==> src/rtl/box_draw_control.sv <==
// Frame sequencer for a single vertically-moving box: erase old position, move, redraw.
// Optional erase pass is built in when BOX_DRAW_CONTROL_ERASE_EN is defined.
module box_draw_control #(
    parameter int         BOX_X  = 2,
    parameter int         BOX_W  = 4,
    parameter int         BOX_H  = 4,
    parameter int         Y_MAX  = 119,
    parameter int         Y_INIT = 58,
    parameter logic [2:0] COLOUR = 3'b111
) (
    input  logic       clk,
    input  logic       resetn,
    input  logic       frame_tick,
    input  logic       move_up,
    input  logic       move_down,
    output logic       busy,
    output logic       plot,
    output logic [7:0] x,
    output logic [6:0] y,
    output logic [2:0] colour,
    output logic       done,
    output logic [2:0] state_dbg
);

    typedef enum logic [2:0] {
        IDLE  = 3'd0,
        ERASE = 3'd1,
        MOVE  = 3'd2,
        DRAW  = 3'd3,
        DONE  = 3'd4
    } state_t;

    localparam logic [3:0] CX_LAST = 4'(BOX_W - 1);
    localparam logic [3:0] CY_LAST = 4'(BOX_H - 1);
    localparam logic [7:0] X_BASE  = 8'(BOX_X);
    localparam logic [6:0] Y_LIMIT = 7'(Y_MAX - BOX_H + 1);
    localparam logic [6:0] Y_START = 7'(Y_INIT);

    state_t     state;
    logic [6:0] box_y;
    logic [3:0] cx;
    logic [3:0] cy;

    logic [3:0] nx_cx;
    logic [3:0] nx_cy;
    logic       scan_last;
    logic [6:0] moved_y;

    assign state_dbg = state;
    assign scan_last = (cx == CX_LAST) && (cy == CY_LAST);

    // Row-major scan: column counter advances every cycle, row on column wrap.
    always_comb begin
        nx_cx = cx + 4'd1;
        nx_cy = cy;
        if (cx == CX_LAST) begin
            nx_cx = 4'd0;
            nx_cy = cy + 4'd1;
        end
    end

    // Conflicting or absent requests, and requests past a screen edge, hold position.
    always_comb begin
        moved_y = box_y;
        if (move_up && !move_down && box_y != 7'd0)
            moved_y = box_y - 7'd1;
        else if (move_down && !move_up && box_y < Y_LIMIT)
            moved_y = box_y + 7'd1;
    end

    always_ff @(posedge clk or negedge resetn) begin
        if (!resetn) begin
            state  <= IDLE;
            box_y  <= Y_START;
            cx     <= 4'd0;
            cy     <= 4'd0;
            busy   <= 1'b0;
            plot   <= 1'b0;
            x      <= 8'd0;
            y      <= 7'd0;
            colour <= 3'd0;
            done   <= 1'b0;
        end else begin
            case (state)
                IDLE: begin
                    plot <= 1'b0;
                    done <= 1'b0;
                    if (frame_tick) begin
                        busy <= 1'b1;
                        cx   <= 4'd0;
                        cy   <= 4'd0;
`ifdef BOX_DRAW_CONTROL_ERASE_EN
                        state  <= ERASE;
                        plot   <= 1'b1;
                        colour <= 3'd0;
                        x      <= X_BASE;
                        y      <= box_y;
`else
                        state  <= MOVE;
`endif
                    end
                end
`ifdef BOX_DRAW_CONTROL_ERASE_EN
                ERASE: begin
                    if (scan_last) begin
                        state <= MOVE;
                        plot  <= 1'b0;
                        cx    <= 4'd0;
                        cy    <= 4'd0;
                    end else begin
                        cx <= nx_cx;
                        cy <= nx_cy;
                        x  <= X_BASE + {4'd0, nx_cx};
                        y  <= box_y + {3'd0, nx_cy};
                    end
                end
`endif
                MOVE: begin
                    // The first draw pixel already uses the updated row.
                    box_y  <= moved_y;
                    state  <= DRAW;
                    plot   <= 1'b1;
                    colour <= COLOUR;
                    x      <= X_BASE;
                    y      <= moved_y;
                    cx     <= 4'd0;
                    cy     <= 4'd0;
                end
                DRAW: begin
                    if (scan_last) begin
                        state <= DONE;
                        plot  <= 1'b0;
                        done  <= 1'b1;
                        cx    <= 4'd0;
                        cy    <= 4'd0;
                    end else begin
                        cx <= nx_cx;
                        cy <= nx_cy;
                        x  <= X_BASE + {4'd0, nx_cx};
                        y  <= box_y + {3'd0, nx_cy};
                    end
                end
                DONE: begin
                    state <= IDLE;
                    done  <= 1'b0;
                    busy  <= 1'b0;
                end
                default: begin
                    state <= IDLE;
                    busy  <= 1'b0;
                    plot  <= 1'b0;
                    done  <= 1'b0;
                end
            endcase
        end
    end

endmodule

==> config.mk <==
export PLATFORM = sky130hd
export DESIGN_NAME = box_draw_control
export DESIGN_NICKNAME = d
export VERILOG_FILES = /design/src/rtl/box_draw_control.sv
export SDC_FILE = /design/constraint.sdc
export NUM_CORES = 1
export LEC_CHECK = 0
export ABC_AREA = 1
export CORE_MARGIN = 4
export CORE_UTILIZATION = 51
export CTS_BUF_LIST = sky130_fd_sc_hd__clkbuf_8
export CTS_CLUSTER_DIAMETER = 60
export CTS_CLUSTER_SIZE = 16
export DETAILED_ROUTE_END_ITERATION = 8
export HOLD_SLACK_MARGIN = 0.03
export PLACE_DENSITY = 0.75
export SLEW_MARGIN = 30
export SYNTH_ARGS = -nofsm -noshare
export SYNTH_HDL_FRONTEND = slang
export SYNTH_SLANG_ARGS = --single-unit
==> constraint.sdc <==
create_clock -name clk -period 7.2 [get_ports clk]
set_clock_uncertainty 0.2 [all_clocks]
set_input_delay 1.8 -clock clk [delete_from_list [all_inputs] [get_ports clk]]
set_output_delay 1.8 -clock clk [all_outputs]
set_load 0.02 [all_outputs]
==> impl_metrics.json, run 1 <==
{
  "critical_path.top_delay_family": "buffers and inverters",
  "syn-cell-area_um2": 2130,
  "diodes": 0,
  "p_per_area_nw_per_um2": 420,
  "vias": 1875,
  "synth_common_cells": "nand2_1 (65), dfrtp_1 (30), inv_1 (28)",
  "die-area_um2": 5280,
  "cts_sinks": 34,
  "dr.pass1.iters": 4,
  "setup_viol": 0,
  "yosysWarnings": 0,
  "place_inst": 343,
  "cts_made_buffers": 5,
  "vias_per_cell": 5.34,
  "hold_viol": 0,
  "p_int_mw": 0.541,
  "synth.distinct_cells": 36,
  "io_buffers": 25,
  "clockRootBuffer": "clkbuf_8",
  "fp.dieH_um": 72.7,
  "p_sw_mw": 0.500,
  "cap_violations": 0,
  "nets": 315,
  "cp.arrival_ns": 1.40,
  "cts_hold_buf": 0,
  "grt_max_degree": 35,
  "ys_async_sr_fraction_pct": 100,
  "pin_count": 29,
  "netlist.area_leader.share_pct": 35.2,
  "h-tree-depth": 2,
  "cp.buffers_inverters": 1,
  "end_kind": "primary output",
  "rows": 23,
  "drt.antenna.violating_nets": 0,
  "synth_area_leader_cell": "dfrtp_1",
  "ir_worst_vdd_mv": 0.210,
  "antenna_found_initial": 0,
  "grt_pass1_wl_um": 8380,
  "rsz0062_at_grt": "false",
  "synth-seq-area-share_pct": 40.1,
  "crit_chain": "clkdlybuf4s50_1",
  "wl_per_cell_um": 13.9,
  "critPathLaunchType": "flip-flop",
  "cpPeakStageDelay_ns": 0.65,
  "crit_slowest_cell": "clkdlybuf4s50_1",
  "clockBufferDepth": 2,
  "grt_usage_pct": 20.5,
  "clkTransAtPathRegs_ns": 0.07,
  "insertion_delay_ns": 0.29,
  "required_ns": 5.20,
  "instances_no_fill": 351,
  "report.final.slew_viol_count": 0,
  "sw_frac_of_total_pct": 48.0,
  "routed_wl_um": 4890,
  "finalCriticalPeriod_ns": 3.40,
  "status": "finished, final reports clean",
  "grt.overflow.total": 0,
  "synth_flop_cell": "dfrtp_1",
  "ctsResizeCount": 0,
  "area_growth_pct": 16.4,
  "clock.fmax_mhz": 294,
  "synth_edf_count": 0,
  "ys_top_cells_by_area": "dfrtp_1 (35%), nand2_1 (11%), nand3_1 (5.9%)",
  "syn-instance-count": 276,
  "cp_max_fo": 5,
  "tritoncts": "built",
  "p_leak_nw": 1.20,
  "synth-seq-cells": 34,
  "drc": 0,
  "period_share_pct": 47.2,
  "path_class": "reg -> out",
  "dp_hpwl_um": 3580,
  "synth_most_common_cell": "nand2_1",
  "pwr-share-comb_pct": 54.0,
  "final_layout_size_suffix_gt1_share_pct": 10.6,
  "place.gp.congestion": 0.938,
  "initial_core_util_pct": 52.9,
  "tns_ns": 0,
  "hold_path.class": "reg -> reg",
  "drt_iter0_drc": 137,
  "core_area_um2": 4030,
  "die_x_um": 72.7,
  "post-cts-setup-buffer-count": 0,
  "syn_avg_cell_area_um2": 7.72,
  "seqPwrFrac_pct": 31.5,
  "clkPwrFrac_pct": 14.4,
  "grt_pass1_vias": 1834
}
sequential cells by signal, summed over array words and instances, names as in the netlist:
register,count
done,1
y,7
cy,4
plot,1
x,5
colour,1
state_dbg,3
busy,1
box_y,7
cx,4
layout by cell type, fill, tap and decap left out, drive strengths merged, types with 2 or more instances in the layout:
master         netlist  routed
xor2                 9       9
or2                  3       3
nand4                4       4
nand2               67      67
conb                 1       3
clkbuf               2       6
dfstp                4       4
o31ai                2       2
ha                   9       9
nor2                26      26
clkdlybuf4s50        0      25
nand3               26      26
o22ai                3       3
o21ai               28      28
xnor2                2       2
dfrtp               30      30
inv                 33      33
a21oi               11      11
cells by family after synthesis:
group	synth area share (%)
AND/OR/NAND/NOR	26.9
AO/OA/AOI/OAI	12.8
buffers and inverters	9.27
flip-flops	40.1
XOR/XNOR	4.52
adder cells (fa/ha/maj)	6.22
other	0.176
final timing paths:
path,startpoint,end,slack [ns],depth (start not counted)
setup / recovery,state_dbg[0]$_DFFE_PN0P_,state_dbg[0],3.80,1
hold reg to reg,y[3]$_DFFE_PN0P_,y[3]$_DFFE_PN0P_,0.28,2
min in group asynchronous,resetn,busy$_DFFE_PN0P_,1.71,2
setup reg to reg,cx[0]$_DFFE_PN0P_,y[4]$_DFFE_PN0P_,4.45,13
hold / removal,y[3]$_DFFE_PN0P_,y[3]$_DFFE_PN0P_,0.28,2
max in group asynchronous,resetn,box_y[1]$_DFFE_PN1P_,4.75,2
metal layers:
| layer | track usage (%) | vias up | share of wire (%) |
|---|---|---|---|
| met5 | 0 | - | 0 |
| met4 | 8.40 | 0 | 2.2 |
| met3 | 4.68 | 11 | 4.0 |
| met2 | 33.2 | 41 | 48 |
| met1 | 26.5 | 890 | 46 |
| li1 | - | 933 | - |
power groups by stage:
| stage | Combinational (mW) | Sequential (mW) | Clock (mW) |
|---|---|---|---|
| after floorplan | 0.359 | 0.360 | 0 |
| after detailed placement | 0.562 | 0.331 | 0 |
| final | 0.562 | 0.328 | 0.150 |
| after global placement | 0.554 | 0.328 | 0 |
| after CTS | 0.565 | 0.329 | 0.153 |
| after global routing | 0.634 | 0.339 | 0.161 |
cell type report:
cell class	count	area, um2
Clock inverter	2	12.5
Clock buffer	6	82.6
Inverter	33	124
Timing Repair Buffer	26	258
Fill cell	374	1550
Tap cell	50	62.6
Multi-Input combinational cell	200	1090
Sequential cell	34	856
per-stage QoR:
step           hold WS [ns]  instance area, um2  worst slack [ns]  util (%)  total power [mW]
6_report              0.284                2480              3.80      61.6              1.04
3_3_place_gp          0.260                2390              3.85      59.2             0.882
3_5_place_dp          0.270                2390              3.83      59.2             0.893
5_1_grt               0.295                2480              3.74      61.6              1.13
4_1_cts               0.286                2480              3.79      61.6              1.05
2_1_floorplan         0.305                2140              4.37         -             0.720
Note: power is estimated with default switching activity, not from simulation.
==> inputs of run 2 (changes only) <==
Settings changed: PLACE_DENSITY 0.75 to 0.78.
Clock period 7.2 ns to 3.1 ns, I/O delays scaled along.
==> impl_metrics.json, run 2 (synthesis results as in run 1) <==
{
  "io_buffers": 25,
  "p_leak_nw": 1.21,
  "p_total_mw": 2.47,
  "drt_iter0_drc": 96,
  "nets": 315,
  "ctsResizeCount": 0,
  "diodes": 0,
  "dr.pass1.iters": 4,
  "status": "finished, final reports clean",
  "p_per_area_nw_per_um2": 989,
  "place_inst": 343,
  "clockRootBuffer": "clkbuf_8",
  "rows": 23,
  "timing.critical_path.mode_cell": "nand2_1",
  "pre_cts_ws_ns": 0.458,
  "grt_usage_pct": 20.5,
  "vias": 1888,
  "critPathLaunchType": "flip-flop",
  "ff_latch_area_um2": 856,
  "cpPeakStageDelay_ns": 0.40,
  "setup_viol": 0,
  "critical_path.top_delay_family": "simple AND/OR/NAND/NOR gates",
  "rsz0062_at_grt": "false",
  "die_x_um": 72.7,
  "reg_top3": "box_y (7), y (7), x (5)",
  "cp.buffers_inverters": 2,
  "final_cell_mix": "nand2_1 (65), inv_1 (30), dfrtp_1 (30)",
  "antenna_found_initial": 0,
  "cts_hold_buf": 0,
  "path_class": "reg -> reg",
  "clockBufferDepth": 2,
  "h-tree-depth": 2,
  "finalCriticalPeriod_ns": 2.66,
  "routed_wl_um": 4950,
  "instances_no_fill": 351,
  "place.gp.congestion": 0.862,
  "vias_per_cell": 5.38,
  "initial_core_util_pct": 52.9,
  "crit_chain": "ha_1 -> nand3_2 -> inv_1 -> nand2_1 -> xor2_1 -> inv_1 -> ha_1 -> a21oi_1 -> or2_2 -> nand3_1 -> nand2_1 -> nand3_1 -> nand2_1 -> nand2_1 -> nand2_1",
  "tritoncts": "built",
  "grt_max_degree": 35,
  "layout_setup_ws_ns": 0.439,
  "ir_worst_vdd_mv": 0.507,
  "crit_slowest_cell": "dfrtp_1",
  "wl_per_cell_um": 14.1,
  "grt_pass1_wl_um": 8290,
  "clkTransAtPathRegs_ns": 0.07,
  "n_fill_cell": 360,
  "period_share_pct": 85.8,
  "drc": 0,
  "placed_area_um2": 2390,
  "cp.arrival_ns": 2.64,
  "core_area_um2": 4030,
  "fin_area_um2": 2490,
  "area_growth_pct": 16.9,
  "clock.fmax_mhz": 376,
  "required_ns": 3.08,
  "final_common_cell": "nand2_1",
  "cts_made_buffers": 5,
  "die-area_um2": 5280,
  "insertion_delay_ns": 0.29,
  "end_kind": "flip-flop",
  "cp_max_fo": 5,
  "dp_hpwl_um": 3550,
  "grt.overflow.total": 0,
  "drt.antenna.violating_nets": 0,
  "fp.dieH_um": 72.7,
  "report.final.slew_viol_count": 0,
  "pin_count": 29,
  "hold_viol": 0,
  "hold_path.class": "reg -> reg",
  "final_layout_size_suffix_gt1_share_pct": 9.97,
  "cts_sinks": 34,
  "tns_ns": 0,
  "multi_input_area_um2": 1090,
  "cap_violations": 0,
  "grt_pass1_vias": 1796,
  "post-cts-setup-buffer-count": 0
}
run 2: cell types whose count changed in the layout (fill, tap and decap cells not counted):
cell / change
clkinvlp_4: -1
bufinv_16: +1
clkinv_2: -1
inv_1: +2
clkbuf_8: -1
run 2: final timing paths:
path	slack, ns	cells past startpoint	endpoint	from
setup / recovery	0.44	15	y[5]$_DFFE_PN0P_	cx[0]$_DFFE_PN0P_
hold / removal	0.28	2	x[0]$_DFFE_PN0P_	x[0]$_DFFE_PN0P_
setup reg to reg	0.44	15	y[5]$_DFFE_PN0P_	cx[0]$_DFFE_PN0P_
hold reg to reg	0.28	2	x[0]$_DFFE_PN0P_	x[0]$_DFFE_PN0P_
max in group asynchronous	1.65	2	box_y[4]$_DFFE_PN1P_	resetn
min in group asynchronous	0.70	2	plot$_DFFE_PN0P_	resetn
run 2: metrics by stage:
stage,utilization [%],hold slack [ns]
after global routing,61.9,0.301
after detailed placement,59.2,0.269
after floorplan,-,0.279
after CTS,61.9,0.286
final,61.9,0.284
after global placement,59.2,0.257
run 2: layout make-up:
class                      count  share of cell area, %
timing repair buffer          26                   10.3
inverter                      33                   4.97
tap                           50                   2.51
multi-input combinational    200                   43.6
clock buffer                   5                   2.76
sequential                    34                   34.3
clock inverter                 3                   1.51
run 2: worst min-delay path, cell delays in order (launching register included):
cell and delay, ns:
dfrtp_1 0.34, nand2_1 0.06, nand2_1 0.05
run 2: routing by layer:
metal | part of all wire [%] | wire length (um) | GRT usage (%) | vias up
li1 | - | - | - | 935
met1 | 44 | 2190 | 25.9 | 890
met2 | 48 | 2390 | 33.9 | 53
met3 | 5.6 | 279 | 4.27 | 10
met4 | 1.8 | 91 | 8.81 | 0
met5 | 0 | 0 | 0 | -
run 2: report_power, final:
| part | leakage (nW) | switching [mW] | internal (mW) |
|---|---|---|---|
| Sequential | 0.426 | 0.148 | 0.609 |
| Combinational | 0.727 | 0.844 | 0.469 |
| Clock | 0.0607 | 0.161 | 0.234 |
| Total | 1.21 | 1.15 | 1.31 |
